==> src/rtl/fetch_queue.sv <==
// Instruction prefetch queue: one outstanding imem request, a small {pc, instr} FIFO,
// and a valid/ready hand-off to decode with redirect flush.
module fetch_queue #(
  parameter int unsigned DEPTH    = 4,
  parameter logic [31:0] RESET_PC = 32'h0000_0000
) (
  input  logic        clk,
  input  logic        reset_n,
  output logic        imem_req_valid,
  input  logic        imem_req_ready,
  output logic [31:0] imem_req_addr,
  input  logic        imem_resp_valid,
  input  logic [31:0] imem_resp_data,
  output logic        out_valid,
  input  logic        out_ready,
  output logic [31:0] out_pc,
  output logic [31:0] out_pc_plus_4,
  output logic [31:0] out_instr,
  input  logic        redirect_valid,
  input  logic [31:0] redirect_pc
);
  localparam int unsigned AW = $clog2(DEPTH);
  localparam int unsigned CW = AW + 1;
  localparam int unsigned RW = AW + 2;

  typedef enum logic [1:0] {ST_IDLE, ST_WAIT, ST_DROP} st_e;

  st_e           st_q, st_d;
  logic [31:0]   fetch_pc_q, fetch_pc_d;
  logic [31:0]   req_pc_q, req_pc_d;
  logic [CW-1:0] count_q, count_d;
  logic [AW-1:0] rd_ptr_q, rd_ptr_d;
  logic [AW-1:0] wr_ptr_q, wr_ptr_d;
  logic [31:0]   pc_mem_q    [DEPTH];
  logic [31:0]   instr_mem_q [DEPTH];

  logic [RW-1:0] reserved;
  logic          issue;
  logic          req_fire;
  logic          push;
  logic          pop;

  // A slot is reserved for the in-flight request so a returning word always fits.
  always_comb begin
    reserved = RW'(count_q) + RW'(st_q != ST_IDLE);
    issue    = ((st_q == ST_IDLE) || imem_resp_valid) && (reserved < RW'(DEPTH)) && !redirect_valid;
  end

  assign imem_req_valid = issue && reset_n;
  assign imem_req_addr  = fetch_pc_q;
  assign req_fire       = imem_req_valid && imem_req_ready;
  assign out_valid      = (count_q != '0);
  assign pop            = out_valid && out_ready;
  assign push           = imem_resp_valid && (st_q == ST_WAIT) && !redirect_valid;

  assign out_pc        = pc_mem_q[rd_ptr_q];
  assign out_pc_plus_4 = out_pc + 32'd4;
  assign out_instr     = instr_mem_q[rd_ptr_q];

  always_comb begin
    st_d       = st_q;
    fetch_pc_d = fetch_pc_q;
    req_pc_d   = req_pc_q;
    rd_ptr_d   = rd_ptr_q;
    wr_ptr_d   = wr_ptr_q;
    count_d    = count_q + CW'(push) - CW'(pop);
    if (pop)  rd_ptr_d = rd_ptr_q + AW'(1);
    if (push) wr_ptr_d = wr_ptr_q + AW'(1);
    if (redirect_valid) begin
      // Flush; an in-flight request becomes a drop unless its response is arriving now.
      count_d    = '0;
      rd_ptr_d   = '0;
      wr_ptr_d   = '0;
      fetch_pc_d = {redirect_pc[31:2], 2'b00};
      if (st_q != ST_IDLE) st_d = imem_resp_valid ? ST_IDLE : ST_DROP;
    end else if (req_fire) begin
      fetch_pc_d = fetch_pc_q + 32'd4;
      req_pc_d   = fetch_pc_q;
      st_d       = ST_WAIT;
    end else if (imem_resp_valid && (st_q != ST_IDLE)) begin
      st_d = ST_IDLE;
    end
  end

  always_ff @(posedge clk or negedge reset_n) begin
    if (!reset_n) begin
      st_q       <= ST_IDLE;
      fetch_pc_q <= RESET_PC;
      req_pc_q   <= RESET_PC;
      count_q    <= '0;
      rd_ptr_q   <= '0;
      wr_ptr_q   <= '0;
    end else begin
      st_q       <= st_d;
      fetch_pc_q <= fetch_pc_d;
      req_pc_q   <= req_pc_d;
      count_q    <= count_d;
      rd_ptr_q   <= rd_ptr_d;
      wr_ptr_q   <= wr_ptr_d;
    end
  end

  // Payload storage needs no reset; it is only read while count_q is nonzero.
  always_ff @(posedge clk) begin
    if (push) begin
      pc_mem_q[wr_ptr_q]    <= req_pc_q;
      instr_mem_q[wr_ptr_q] <= imem_resp_data;
    end
  end

endmodule

==> config.mk <==
export PLATFORM = sky130hd
export DESIGN_NAME = fetch_queue
export DESIGN_NICKNAME = d
export VERILOG_FILES = /design/src/rtl/fetch_queue.sv
export SDC_FILE = /design/constraint.sdc
export NUM_CORES = 1
export LEC_CHECK = 0
export ABC_AREA = 1
export ABC_CLOCK_PERIOD_IN_PS = 10600
export CORE_MARGIN = 2
export CORE_UTILIZATION = 55
export DETAILED_ROUTE_END_ITERATION = 6
export HOLD_SLACK_MARGIN = 0.05
export PLACE_DENSITY = 0.8
export SYNTH_ARGS = -nofsm -noshare
export SYNTH_HDL_FRONTEND = slang
export SYNTH_SLANG_ARGS = --single-unit
==> constraint.sdc <==
create_clock -name clk -period 10.6 [get_ports clk]
set_input_delay 1.59 -clock clk [delete_from_list [all_inputs] [get_ports clk]]
set_output_delay 1.59 -clock clk [all_outputs]
set_load 0.05 [all_outputs]
======== Word-level counts from Yosys, hierarchy flattened ========
Memory sizes are Yosys's and may differ from the RTL's.
Index checks and enable logic that the tools add are counted.
W data, S select, Z words.
cells by class
  reduce and logical (&&, ||, !) cells .... 19
  $lt $le $gt $ge ......................... 1
  equality and inequality tests ........... 2
  bitwise logic cells ..................... 1
  add/subtract/negate cells ............... 7
  mux-type cells .......................... 14
operator list
  cell                     number
  $add A32 B3 Y32 const B  2
  $mux W32                 2
  $mux W2                  9
  $logic_and A1 B1 Y1      8
  $reduce_bool A2 Y1       4
  $reduce_bool A3 Y1       2
  $add A2 B1 Y2 const B    2
  $add A3 B1 Y4            1
  $lt A4 B3 Y1 const B     1
  $reduce_and A2 Y1        2
  $add A3 B1 Y3            1
  $mux W3                  1
  $sub A3 B1 Y3            1
  $eq A2 B1 Y1 const B     1
  $logic_not A2 Y1         1
  $mux W1                  2
  $ne A2 B1 Y1 const B     1
  $logic_not A1 Y1         1
  $logic_or A1 B1 Y1       1
  $not A1 Y1               1
storage, ports and cells
  word-level logic and storage cells ...... 52
  output and inout port bits .............. 130
  input bits .............................. 70
  memory bits (writable) .................. 256
  memories kept ........................... 2
  register bits ........................... 73
memory list
  name         depth  bits a word  read ports  clocked after Yosys merged registers in  wr ports  line  RTL
  instr_mem_q  4      32           1           0                                        1         35    logic [31:0] instr_mem_q [DEPTH];
  pc_mem_q     4      32           1           0                                        1         34    logic [31:0] pc_mem_q [DEPTH];

======== Logic depth before layout (Yosys ltp) ========
Gate-level depths: netlist of the first run.
  depth in word-level cells ............... 9
  depth in mapped cells ................... 14
  mapped depth without buffers ............ 13

======== Worst setup path after synthesis of the first run ========
No wires, ideal clock.
  path type ............................... input port to flip-flop
  from .................................... input port redirect_valid
  to ...................................... memory instr_mem_q[0][0], enable pin
  path buffers ............................ 1
  slack ................................... 5.394 ns
  data arrival time ....................... 4.723 ns
  stages .................................. 4
  cells stage by stage .................... inv_1 clkbuf_1 nand2_1 nor2_1
between the ends
  longest elaborated chain between the ends .. 4
RTL lines
  item                           line  RTL
  from (decl)                    19    input logic redirect_valid,
  $logic_not A1 Y1               54    assign push = imem_resp_valid && (st_q == ST_WAIT) && !redirect_valid;
  $logic_and A1 B1 Y1            54
  $mux W1                        105   if (push) begin
  $mux W1 (not written as such)  107   instr_mem_q[wr_ptr_q] <= imem_resp_data;
  to (decl)                      35
No other way between the ends.

======== Final worst setup path of the first run ========
  from .................................... register rd_ptr_q[0]
  to ...................................... output port out_pc_plus_4[18]
between the ends
  longest elaborated chain between the ends .. 2
RTL lines
  item                    line  RTL
  from (decl)             32    logic [AW-1:0] rd_ptr_q, rd_ptr_d;
  from (signal assigned)  98    rd_ptr_q <= rd_ptr_d;
  $mem_v2 Z4 W32          n/a
  $add A32 B3 Y32         57    assign out_pc_plus_4 = out_pc + 32'd4;
  to (decl)               17    output logic [31:0] out_pc_plus_4,
No other way between the ends.

==> results.ini, run 1 <==
[placed_design]
dp.final_hpwl_um=22100
final_weighted_congestion_in_routability_driven_placement=0.932
portBuffers=191

[route]
wire_per_inst_um=16.9
post_drt_via_cell_ratio=5.51
detail_route.wirelength_um=34700
final_antenna_net_count=0
drt-initial-drc-count=960
drc=0
vias=11317
first_pass_iters=7

[setup_path]
reg2reg_setup_slack_ps=8040
worst_ep_required_time_ps=9010
worst-path-max-fanout=123
r2r_start=count_q[1]
timing.rr.end=imem_req_addr[16]
worst_setup_path_start_kind=flop
timing.reg2reg.worst_path_depth=9
crit_path_end_kind=output pin
worst-endpoint-arrival_ps=4520
timing.setup.critical_path_class=flop to output pin

[timing]
final-hold-violation-count=0
clock_skew_ps=12.7
tcrit_tclk_final_pct=57.6
slew_headroom_pct=14.7
fin_worst_hold_slack_ps=525
timing.final.max_slew_violations=0
rsz_0062_raised_after_global_routing=false
fmax_ghz=0.164
post-route-min-period_ps=6110
tightest_slew_ps=1280
setup_viol=0
setup_tns_ps=0

[synthesis]
synth_seq_area_share_pct=63.0
yosys.area.top_type_share_pct=51.1
synth_enable_flop_cells=248
synthesis.instances=1524
synthesis.area_per_instance_um2=9.55
netlist_top_cells_area=sky130_fd_sc_hd__edfxtp_1, sky130_fd_sc_hd__nand2_1, sky130_fd_sc_hd__dfrtp_1
yosysMostFrequentCell=sky130_fd_sc_hd__nand2_1
synth.cell_area_um2=14600
yosys-top-cells-count=sky130_fd_sc_hd__nand2_1, sky130_fd_sc_hd__edfxtp_1, sky130_fd_sc_hd__nor2_1, sky130_fd_sc_hd__nand3_1, sky130_fd_sc_hd__o21ai_0
netlist.top_cell.by_area=sky130_fd_sc_hd__edfxtp_1
synth_flop_cell=sky130_fd_sc_hd__edfxtp_1
yosys_register_bits=317
post_synth_num_cell_types=30
share_of_flip_flops_with_an_asynchronous_set_or_reset_after_synthesis_pct=21.8
ys_warn_count=0

[floorplanning]
dieHeight_um=167
floorplan.initialDensity_pct=55.9
die_ar_um2=27800
fp.coreArea_um2=26100
die_width_um=167
placement_rows=59
ios=200

[hold_path]
worstHoldPathCells=0
whs_endpoint=pc_mem_q[0][3]
hold_path_startpoint=req_pc_q[3]
hp-class=flop to flop

[final_layout]
area_taken_by_multi_input_logic_gates_um2=4710
layout-drive-gt1-share_pct=5.01
area_delta_synth_final_pct=21.2
filler_cell_count=1975
antenna_cells_inserted=0
nets=1774
final-seq-area_um2=9180

[global_route]
antenna_found_initial=0
globalRoute.busiestLayer=met2
grt.total_usage_pct=24.6
via_count_of_the_first_global_routing_pass=10495
gr_overflow_total=0
use_met3_pct=3.52
grt_max_degree=124
grtUsageMet1_pct=34.0
met2_usage_pct=41.1
grt_first_pass_wirelength_um=54400

[clock_tree]
cts_root_buf=sky130_fd_sc_hd__clkbuf_16
cts_resized=0
clock_tree.htree_level_count=1
numCtsBuffers=30
cts_tree=built
hold_fix_buffer_count_after_cts=0
clk_pin_slew_ps=70
cts.sink_count=317
ctsLongestPathBuffers=3
cts_post_setup_buffers_inserted=0
worstSkewPairLatency_ps=560

[power_and_ir_drop]
cellPowerDensity_nw_per_um2=254
switching_power_as_a_share_of_total_power_pct=40.9
seqPwrFrac_pct=37.3
power.internal_uw=2650
leakagePower_uw=0.00702
ir_worst_vdd_mv=0.156
power.share.clock_pct=24.0
comb_power_share_pct=38.7
switchingPower_uw=1830

[run]
drv.max_cap_violation_count=0

[outcome]
outcome=finished clean

[layout make-up]
cell class | instances | share of cell area, %
clock buffer | 35 | 4.36
clock inverter | 21 | 1.29
inverter | 94 | 2.01
multi-input combinational | 1048 | 26.7
sequential | 317 | 52.0
tap | 335 | 2.37
timing repair buffer | 203 | 11.3
[layout by cell type, fill, tap and decap left out, types with 4 or more instances in the layout]
cell type,synthesis,final
sky130_fd_sc_hd__conb_1,1,6
sky130_fd_sc_hd__buf_4,10,12
sky130_fd_sc_hd__clkinv_2,0,6
sky130_fd_sc_hd__nand3_1,137,137
sky130_fd_sc_hd__clkdlybuf4s50_1,0,190
sky130_fd_sc_hd__edfxtp_1,248,248
sky130_fd_sc_hd__inv_6,0,4
sky130_fd_sc_hd__nand4_1,16,16
sky130_fd_sc_hd__clkbuf_16,0,30
sky130_fd_sc_hd__o21ai_0,113,113
sky130_fd_sc_hd__dfrtp_1,69,67
sky130_fd_sc_hd__clkinv_1,0,5
sky130_fd_sc_hd__nor2_4,1,5
sky130_fd_sc_hd__inv_1,90,90
sky130_fd_sc_hd__nor2_2,12,12
sky130_fd_sc_hd__bufinv_16,0,4
sky130_fd_sc_hd__nand2_1,501,501
sky130_fd_sc_hd__o22ai_1,32,32
sky130_fd_sc_hd__xor2_1,21,21
sky130_fd_sc_hd__a21oi_1,6,6
sky130_fd_sc_hd__nor3_1,11,11
sky130_fd_sc_hd__nor2_1,168,164
sky130_fd_sc_hd__ha_1,9,9
sky130_fd_sc_hd__clkbuf_1,30,5
[logic make-up after synthesis]
group                    count (synthesis)  synth area share (%)
AND/OR/NAND/NOR                        854                  24.0
flip-flops                             317                  63.0
buffers and inverters                  164                  5.00
AO/OA/AOI/OAI                          154                  5.63
XOR/XNOR                                24                  1.44
adder cells (fa/ha/maj)                 10                 0.911
other                                    1                0.0258
[flip-flops by register name, summed over array words and instances, names as in the netlist]
name,flops
count_q,3
imem_req_addr,30
instr_mem_q,128
pc_mem_q,120
rd_ptr_q,2
req_pc_q,30
st_q,2
wr_ptr_q,2
[worst max-delay path by stage]
stage,depth (start not counted),slack [ps],from,end
floorplan,4,5390,redirect_valid,instr_mem_q[0][0]
global placement,11,5200,rd_ptr_q[0],out_pc_plus_4[18]
detailed placement,11,5100,rd_ptr_q[0],out_pc_plus_4[18]
CTS,13,4500,rd_ptr_q[0],out_pc_plus_4[31]
global route,13,4190,rd_ptr_q[0],out_pc_plus_4[31]
finish,11,4490,rd_ptr_q[0],out_pc_plus_4[18]
[layer usage]
layer  wire length, µm  part of all wire [%]
met4               888                   2.6
met1             14500                    42
met3              2740                   7.9
met5                 0                     0
met2             16600                    48
[stage by stage]
stage,worst slack [ps],util (%),cells,area [µm²],power (µW)
after floorplan,5390,-,1529,14600,2840
after global placement,5200,63.9,1997,16700,3380
after detailed placement,5100,63.9,1997,16700,3420
after CTS,4500,67.7,2053,17700,4490
after global routing,4190,67.7,2053,17700,4680
final,4490,67.7,2053,17700,4480
[worst max-delay path, cell delays in order, from the launching register on]
cell and delay [ps]:
sky130_fd_sc_hd__dfrtp_4 640, sky130_fd_sc_hd__clkinv_2 140, sky130_fd_sc_hd__buf_4 920, sky130_fd_sc_hd__nand2_1 160, sky130_fd_sc_hd__nand3_1 120, sky130_fd_sc_hd__nand2_1 150
sky130_fd_sc_hd__nor2_2 330, sky130_fd_sc_hd__inv_1 130, sky130_fd_sc_hd__nor2_2 200, sky130_fd_sc_hd__nand2_1 90, sky130_fd_sc_hd__xor2_1 150, sky130_fd_sc_hd__clkdlybuf4s50_1 820
[power groups by stage]
| stage | clock network [µW] | registers [µW] | logic [µW] |
|---|---|---|---|
| final | 1070 | 1670 | 1730 |
| after global routing | 1140 | 1690 | 1850 |
| after CTS | 1090 | 1670 | 1740 |
| after detailed placement | 0 | 1690 | 1730 |
| after global placement | 0 | 1680 | 1710 |
| after floorplan | 0 | 1690 | 1150 |
(Power assumes the default switching activity.)
==> inputs of run 2 (changes only) <==
Settings changed: ABC_CLOCK_PERIOD_IN_PS 10600 to 5100, CORE_UTILIZATION 55 to 50, PLACE_DENSITY 0.8 to 0.77.
Clock period 10.6 ns to 5.1 ns, I/O delays scaled along.
==> run 2 against run 1 <==
Compared with the run above: clock-buffer cell count shrank 3; design area grew 1.1%; first-iteration DRC count down 17%; die area up 9.8%; utilization is 5.6 points lower; sequential cell count is the same; sequential share of layout area fell by 0.55 points; power is 110% higher; sequential power up 110%; cell count up 2.8%; global-route usage down 1.9 points; combinational power is 110% higher; critical endpoint is now out_pc_plus_4[8].
==> results.ini, run 2 (same netlist as run 1, synthesis figures left out) <==
[outcome]
outcome=finished clean

[floorplanning]
dieHeight_um=175  ; +4.8%
fp.coreArea_um2=28700  ; +10%
floorplan.initialDensity_pct=50.7  ; -5.1 points
die_width_um=175  ; +4.8%
ios=200  ; unchanged
die_ar_um2=30500  ; +9.8%
placement_rows=62  ; +5.1%

[route]
wire_per_inst_um=16.5  ; -2.6%
first_pass_iters=7  ; unchanged
final_antenna_net_count=0  ; unchanged
detail_route.wirelength_um=34800  ; +0.14%
vias=11138  ; -1.6%
drc=0  ; unchanged
post_drt_via_cell_ratio=5.28  ; -4.2%
drt-initial-drc-count=799  ; -17%

[placed_design]
portBuffers=191  ; unchanged
placed_cell_area_um2=16800  ; +0.58%
final_weighted_congestion_in_routability_driven_placement=0.955  ; +2.4%
dp.final_hpwl_um=23000  ; +3.8%

[clock_tree]
cts.sink_count=317  ; unchanged
worstSkewPairLatency_ps=560  ; about the same
clock_tree.htree_level_count=1  ; unchanged
clk_pin_slew_ps=60  ; about the same
ctsLongestPathBuffers=3  ; unchanged
cts_root_buf=sky130_fd_sc_hd__clkbuf_16
numCtsBuffers=31  ; +3.3%
cts_tree=built

[timing]
setup_tns_ps=0  ; unchanged
fmax_ghz=0.208
post-route-min-period_ps=4820
setup_viol=0  ; unchanged
slew_headroom_pct=40.0  ; +25 points
timing.final.max_slew_violations=0  ; unchanged
tightest_slew_ps=899  ; -380 ps
rsz_0062_raised_after_global_routing=false
clock_skew_ps=20.4  ; +7.68 ps
tcrit_tclk_final_pct=94.5
final-hold-violation-count=0  ; unchanged

[global_route]
grt.total_usage_pct=22.7  ; -1.9 points
grt_first_pass_wirelength_um=55100  ; +1.1%
antenna_found_initial=0  ; unchanged
gr_overflow_total=0  ; unchanged
grt_max_degree=82  ; -34%
via_count_of_the_first_global_routing_pass=10509  ; +0.13%

[final_layout]
antenna_cells_inserted=0  ; unchanged
largest_registers=instr_mem_q: 128 flops, pc_mem_q: 120 flops
mostFrequentLayoutCell=sky130_fd_sc_hd__nand2_1
nets=1781  ; +0.39%
layout-drive-gt1-share_pct=6.20  ; +1.2 points
area_delta_synth_final_pct=22.5
layout_common_cells=sky130_fd_sc_hd__nand2_1, sky130_fd_sc_hd__edfxtp_1, sky130_fd_sc_hd__clkdlybuf4s50_1
postLayoutCellArea_um2=17800  ; +1.1%
max_flop_register=instr_mem_q
largest_register_ff_count=128  ; unchanged

[power_and_ir_drop]
seqPwrFrac_pct=36.7  ; -0.6 points
power.internal_uw=5630  ; +110%
leakagePower_uw=0.00710  ; +1.2%
power.share.clock_pct=25.1  ; +1.1 points
switchingPower_uw=3840  ; +110%
comb_power_share_pct=38.2  ; -0.5 points
cellPowerDensity_nw_per_um2=531  ; +110%
switching_power_as_a_share_of_total_power_pct=40.6  ; -0.33 points
ir_worst_vdd_mv=0.302  ; +94%

[setup_path]
critPathSlowestCell=sky130_fd_sc_hd__clkdlybuf4s50_1
timing.reg2reg.worst_path_depth=9  ; unchanged
timing.critical_path.slowest_cell_delay_ps=830  ; -90 ps
worst_setup_path_start_kind=flop
worst-endpoint-arrival_ps=4050  ; -470 ps
timing.setup.critical_path_class=flop to output pin
worst_ep_required_time_ps=4340  ; -4670 ps
critical_path_cell_list=clkinv_2 > nor2_1 > nor2_1 > o21ai_0 > nand2_1 > ha_1 > nand3_1 > nor2_2 > nand2_1 > xor2_1 > clkdlybuf4s50_1
crit_path_end_kind=output pin
worst-path-max-fanout=48  ; -61%

[hold_path]
hp-class=input pin to asynchronous set/reset pin

[run]
drv.max_cap_violation_count=0  ; unchanged

[run 2: stage by stage]
step	hold slack, ps	cells	utilization [%]	setup slack, ps	total power (µW)
floorplan	469	1529	-	719	5910
global placement	490	2052	58.4	834	7060
detailed placement	509	2052	58.4	795	7130
CTS	510	2110	62.1	168	9510
global route	555	2110	62.2	78.7	9920
finish	505	2110	62.2	283	9470
[run 2: power by group through the flow]
stage | combinational (µW) | sequential [µW] | clock, µW
final | 3620 | 3480 | 2370
after global routing | 3880 | 3520 | 2520
after CTS | 3630 | 3470 | 2410
after detailed placement | 3610 | 3520 | 0
after global placement | 3570 | 3500 | 0
after floorplan | 2400 | 3510 | 0
[run 2: path summary, 6_finish.rpt]
kind | from | end | slack (ps)
min in group clk | req_pc_q[7] | pc_mem_q[0][7] | 520
max | rd_ptr_q[0] | out_pc_plus_4[8] | 280
max reg2reg | count_q[1] | imem_req_addr[15] | 2510
min reg2reg | req_pc_q[7] | pc_mem_q[0][7] | 520
max in group asynchronous | reset_n | rd_ptr_q[0] | 3960
min | reset_n | imem_req_addr[3] | 500
[run 2: cell type report]
type	count	area [µm²]
Timing Repair Buffer	209	2040
Inverter	94	354
Clock inverter	26	307
Fill cell	2272	10900
Tap cell	384	480
Multi-Input combinational cell	1048	4710
Sequential cell	317	9180
Clock buffer	32	779
[run 2: critical path: cells and delay by family, from the launching register on]
kind,cells,cell delay (ps)
adder cells (fa/ha/maj),1,350
AND/OR/NAND/NOR,6,1040
XOR/XNOR,1,220
AO/OA/AOI/OAI,1,100
flip-flops,1,680
buffers and inverters,2,1070
[run 2: layer usage]
| layer | wire (µm) | vias to the layer above | share of wire (%) | global-route usage (%) |
|---|---|---|---|---|
| met5 | 0 | - | 0 | 0 |
| met4 | 934 | 0 | 2.7 | 6.98 |
| met3 | 2350 | 54 | 6.8 | 2.79 |
| met2 | 16400 | 406 | 47 | 37.3 |
| met1 | 15100 | 5230 | 43 | 32.0 |
| li1 | - | 5448 | - | - |
[run 2: repair_timing]
action / 4_1_cts / 5_1_grt
gates resized for setup: 0 / 1
setup endpoints to repair: 0 / 7
hold buffers: 0 / 0
setup buffers: 0 / 0
==> inputs of run 3 (changes only) <==
Settings changed: CELL_PAD_IN_SITES_DETAIL_PLACEMENT set to 1, CELL_PAD_IN_SITES_GLOBAL_PLACEMENT set to 2, CORE_UTILIZATION 50 to 31, PLACE_DENSITY 0.77 to unset, PLACE_DENSITY_LB_ADDON set to 0.1, REMOVE_ABC_BUFFERS set to 1.
==> run 3 against run 2 <==
Compared with the run above: sequential power about the same; clock skew increased by 3.5 ps; first-iteration DRC count decreased by 35%; worst hold slack got worse by 340 ps; sequential share of layout area decreased by 1.2 points; register-to-register slack improved by 40 ps; critical path depth decreased by 1; largest power group unchanged; highest routed layer unchanged.
==> results.ini, run 3 (same netlist as run 1, synthesis figures left out) <==
[outcome]
outcome=finished clean

[clock_tree]
clk_pin_slew_ps=70  ; about the same
cts_post_setup_buffers_inserted=0  ; unchanged
cts_resized=0  ; unchanged
cts.sink_count=317  ; unchanged
hold_fix_buffer_count_after_cts=0  ; unchanged
worstSkewPairLatency_ps=560  ; about the same
cts_root_buf=sky130_fd_sc_hd__clkbuf_16
clock_tree.htree_level_count=2  ; +1
ctsLongestPathBuffers=3  ; unchanged
cts_tree=built
numCtsBuffers=36  ; +16%

[global_route]
grt.total_usage_pct=18.3  ; -4.4 points
grt_max_degree=80  ; -2.4%
antenna_found_initial=0  ; unchanged
grt_first_pass_wirelength_um=67200  ; +22%
gr_overflow_total=0  ; unchanged
via_count_of_the_first_global_routing_pass=11400  ; +8.5%

[setup_path]
worst-path-max-fanout=44  ; -8.3%
worst-endpoint-arrival_ps=3660  ; -390 ps
timing.critical_path.slowest_cell_delay_ps=820  ; about the same
worst_setup_path_start_kind=flop
timing.setup.critical_path_class=flop to output pin
cp_most_frequent_cell=sky130_fd_sc_hd__nand2_1
worst_ep_required_time_ps=4340  ; about the same
critPathSlowestCell=sky130_fd_sc_hd__clkdlybuf4s50_1
crit_path_end_kind=output pin
critical_path_cell_list=clkinv_2 > buf_4 > nand2_1 > nand3_1 > nand2_2 > nor2_1 > nand2_1 > nor2_2 > xor2_1 > clkdlybuf4s50_1

[timing]
final-hold-violation-count=0  ; unchanged
post-route-min-period_ps=4420  ; -396 ps
fin_ws_ps=678  ; +396 ps
tightest_slew_ps=891  ; -8.52 ps
slew_headroom_pct=40.5  ; +0.50 points
timing.final.max_slew_violations=0  ; unchanged
setup_viol=0  ; unchanged
tcrit_tclk_final_pct=86.7  ; -7.8 points
rsz_0062_raised_after_global_routing=false
setup_tns_ps=0  ; unchanged
fin_worst_hold_slack_ps=167  ; -337 ps
clock_skew_ps=23.9  ; +3.50 ps
fmax_ghz=0.226  ; +8.9%

[placed_design]
portBuffers=191  ; unchanged
placed_cell_area_um2=17200  ; +2.5%
dpl_worst_slack_ps=1210  ; +419 ps
final_weighted_congestion_in_routability_driven_placement=0.778  ; -18%
dp.final_hpwl_um=30600  ; +33%

[final_layout]
nets=1792  ; +0.62%
layout_common_cells=sky130_fd_sc_hd__nand2_1, sky130_fd_sc_hd__edfxtp_1, sky130_fd_sc_hd__nor2_1
max_flop_register=instr_mem_q
postLayoutCellArea_um2=18300  ; +2.3%
largest_register_ff_count=128  ; unchanged
mostFrequentLayoutCell=sky130_fd_sc_hd__nand2_1
area_delta_synth_final_pct=25.4
layout-drive-gt1-share_pct=7.25  ; +1.0 points
antenna_cells_inserted=0  ; unchanged
largest_registers=instr_mem_q: 128 flops, pc_mem_q: 120 flops

[power_and_ir_drop]
cellPowerDensity_nw_per_um2=532  ; +0.16%
ir_worst_vdd_mv=0.345  ; +14%
leakagePower_uw=0.00719  ; +1.2%

[route]
wire_per_inst_um=18.7  ; +14%
drt-initial-drc-count=518  ; -35%
detail_route.wirelength_um=44000  ; +26%
final_antenna_net_count=0  ; unchanged
drc=0  ; unchanged
first_pass_iters=5  ; -2
post_drt_via_cell_ratio=4.72  ; -11%
vias=11074  ; -0.57%

[floorplanning]
placement_rows=79  ; +27%
fp.coreArea_um2=46500  ; +62%
floorplan.initialDensity_pct=31.3  ; -19 points
die_ar_um2=48700  ; +60%
ios=200  ; unchanged
dieHeight_um=221  ; +26%
die_width_um=221  ; +26%

[run]
drv.max_cap_violation_count=0  ; unchanged

[hold_path]
hp-class=input pin to asynchronous set/reset pin

-- run 3: per-layer routing --
layer,part of all wire (%),GRT usage [%],vias up,routed length (µm)
met5,0,0,-,0
met4,2.3,5.29,0,1010
met3,3.5,3.12,62,1530
met2,47,29.8,195,20500
met1,48,25.2,5347,21000
li1,-,-,5470,-
-- run 3: stage by stage --
stage | utilization, % | instances | total power, µW
after floorplan | - | 1459 | 5830
after global placement | 37.0 | 2281 | 7360
after detailed placement | 37.0 | 2281 | 7410
after CTS | 39.3 | 2346 | 9850
after global routing | 39.3 | 2346 | 10200
final | 39.3 | 2346 | 9710
-- run 3: critical path, delay by kind of cell (launching register included) --
family | cells | cell delay (ps)
xor+xnor | 1 | 170
simple gates | 6 | 790
buf+inv | 3 | 1610
flops | 1 | 480
-- run 3: worst paths after layout --
kind | slack [ps] | start | cells after the start | to
max | 680 | rd_ptr_q[0] | 10 | out_pc_plus_4[11]
min reg2reg | 520 | req_pc_q[20] | 0 | pc_mem_q[0][20]
min | 170 | reset_n | 1 | imem_req_addr[31]
max in group asynchronous | 4000 | reset_n | 2 | rd_ptr_q[0]
max reg2reg | 2550 | count_q[1] | 8 | imem_req_addr[8]
min in group clk | 520 | req_pc_q[20] | 0 | pc_mem_q[0][20]
-- run 3: where the power goes --
| group | leakage (µW) | internal (µW) | switching [µW] |
|---|---|---|---|
| logic | 0.00356 | 1130 | 2710 |
| registers | 0.00311 | 3160 | 299 |
| clock network | 0.000525 | 1360 | 1050 |
-- run 3: layout make-up --
cell class / count / area, µm²
Sequential cell: 317 / 9180
Timing Repair Buffer: 215 / 2170
Clock inverter: 23 / 166
Tap cell: 607 / 759
Multi-Input combinational cell: 1048 / 4710
Inverter: 94 / 354
Clock buffer: 42 / 923
Fill cell: 5276 / 28200
==> variant, RTL diff (settings of run 1) <==
`DEPTH`: 4 -> 8.
--- a/src/rtl/fetch_queue.sv
+++ b/src/rtl/fetch_queue.sv
@@ -2,5 +2,5 @@
 // and a valid/ready hand-off to decode with redirect flush.
 module fetch_queue #(
-  parameter int unsigned DEPTH    = 4,
+  parameter int unsigned DEPTH    = 8,
   parameter logic [31:0] RESET_PC = 32'h0000_0000
 ) (
Formal check against the unedited RTL: not equivalent (Yosys sat finds a counterexample within 10 cycles, from zero or initial values and one cycle with reset_n low).
==> variant against run 1 <==
Core utilization decreased by 3.4 points; final area grew 66%; wire length is 79% higher; die area is 72% higher; worst setup slack worse by 0.68 ns; power rose by 68%; sequential cell count rose by 251; clock skew increased by 0.0011 ns; synthesized area grew 74%; critical path type unchanged.
==> variant: results (changes against run 1) <==
[hold_path]
min_to = st_q[1]  ; was pc_mem_q[0][3]
worst_hold_path.num_cells = 2  ; was 0

[layout]
final_nets = 2727  ; was 1774
largest_registers = instr_mem_q: 256 flops, pc_mem_q: 240 flops  ; was instr_mem_q: 128 flops, pc_mem_q: 120 flops
drive_above_1_share_pct = 5.58  ; was 5.01%

[yosys]
async_reset_ff_share_pct = 12.7  ; was 21.8%
postSynthCellCount = 2497  ; was 1524
synth.area.top_cells = sky130_fd_sc_hd__edfxtp_1, sky130_fd_sc_hd__nand2_1, sky130_fd_sc_hd__dfrtp_1  ; unchanged
synth.yosys.seq_area_share_pct = 65.9  ; was 63.0%

[place]
detailedPlace.worstSlack_ns = 4.45  ; was 5.10 ns
place.gp.congestion = 0.900  ; was 0.932
place_inst = 3189  ; was 1997

[route]
drt-wirelength-per-cell_um = 18.9  ; was 16.9 µm
detail_route.wirelength_um = 62200  ; was 34700 µm
detailedRoute.firstIterationViolations = 1961  ; was 960

[clock_network]
tritoncts.num_buffers = 54  ; was 30
worstSkewPairLatency_ns = 0.60  ; was 0.56 ns
max_h_tree_level = 2  ; was 1

[pwr]
ir_worst_vdd_mv = 0.225  ; was 0.156 mV
cellInternalPower_w = 0.00449  ; was 0.00265 W

[setup_path]
worstPathMaxFanout = 65  ; was 123
worst_r2r_startpoint = st_q[1]  ; was count_q[1]
ff2ff_setup_slack_ns = 7.31  ; was 8.04 ns
critPathMaxStageDelay_ns = 0.84  ; was 0.92 ns
rr_endpoint = imem_req_addr[8]  ; was imem_req_addr[16]

[timing]
slew-limit-headroom_pct = 23.2  ; was 14.7%

[global_route]
antenna_violations_before_repair = 3  ; was 0
first_global_vias = 18200  ; was 10500

[outcome]
run_status = completed  ; unchanged

[variant: power groups by stage]
stage          Combinational (W)  Sequential (W)  Clock, W
2_1_floorplan            0.00188         0.00288         0
3_3_place_gp             0.00266         0.00293         0
3_5_place_dp             0.00271         0.00295         0
4_1_cts                  0.00273         0.00291   0.00188
5_1_grt                  0.00292         0.00293   0.00196
6_report                 0.00274         0.00292   0.00186
[variant: logic make-up after synthesis]
| family | count (synthesis) | synth area share, % |
|---|---|---|
| AO/OA/AOI/OAI | 283 | 6.19 |
| XOR/XNOR | 34 | 1.17 |
| adder cells (fa/ha/maj) | 12 | 0.622 |
| buffers and inverters | 416 | 7.12 |
| flip-flops | 568 | 65.9 |
| other | 1 | 0.0148 |
| AND/OR/NAND/NOR | 1183 | 19.0 |
[variant: final cells by class]
cell class	instances	area, µm²
tap	600	751
clock buffer	64	1430
clock inverter	36	277
antenna	2	5.00
fill	3357	16200
timing repair buffer	208	2040
sequential	568	16700
inverter	295	1120
multi-input combinational	1518	6930
[variant: through the flow]
stage / instance area, µm² / power [W] / util [%]
CTS: 29200 / 0.00751 / 64.3
global placement: 27500 / 0.00559 / 60.5
global route: 29200 / 0.00782 / 64.3
floorplan: 25400 / 0.00476 / -
detailed placement: 27500 / 0.00566 / 60.5
finish: 29200 / 0.00751 / 64.3
[variant: how the worst max path moves through the flow]
stage | start | endpoint | slack (ns) | depth (start not counted)
finish | rd_ptr_q[1] | out_pc_plus_4[11] | 3.81 | 12
global route | rd_ptr_q[0] | out_pc_plus_4[31] | 3.49 | 15
CTS | rd_ptr_q[0] | out_pc_plus_4[31] | 3.82 | 15
detailed placement | rd_ptr_q[0] | out_pc_plus_4[31] | 4.45 | 15
global placement | rd_ptr_q[1] | out_pc_plus_4[11] | 4.47 | 12
floorplan | imem_resp_valid | instr_mem_q[0][0] | 5.30 | 6
[variant: worst max-delay path, delay by kind of cell (launching register included)]
family,cells,cell delay (ns)
XOR/XNOR,1,0.22
buffers and inverters,3,2.34
flip-flops,1,0.78
AND/OR/NAND/NOR,8,1.17
[variant: routing by layer]
metal | GRT usage [%] | share of wire (%) | vias to the layer above
met2 | 44.4 | 50 | 821
met3 | 4.08 | 7.9 | 139
li1 | - | - | 8559
met4 | 11.1 | 3.2 | 0
met1 | 33.2 | 39 | 8737
met5 | 0 | 0 | -
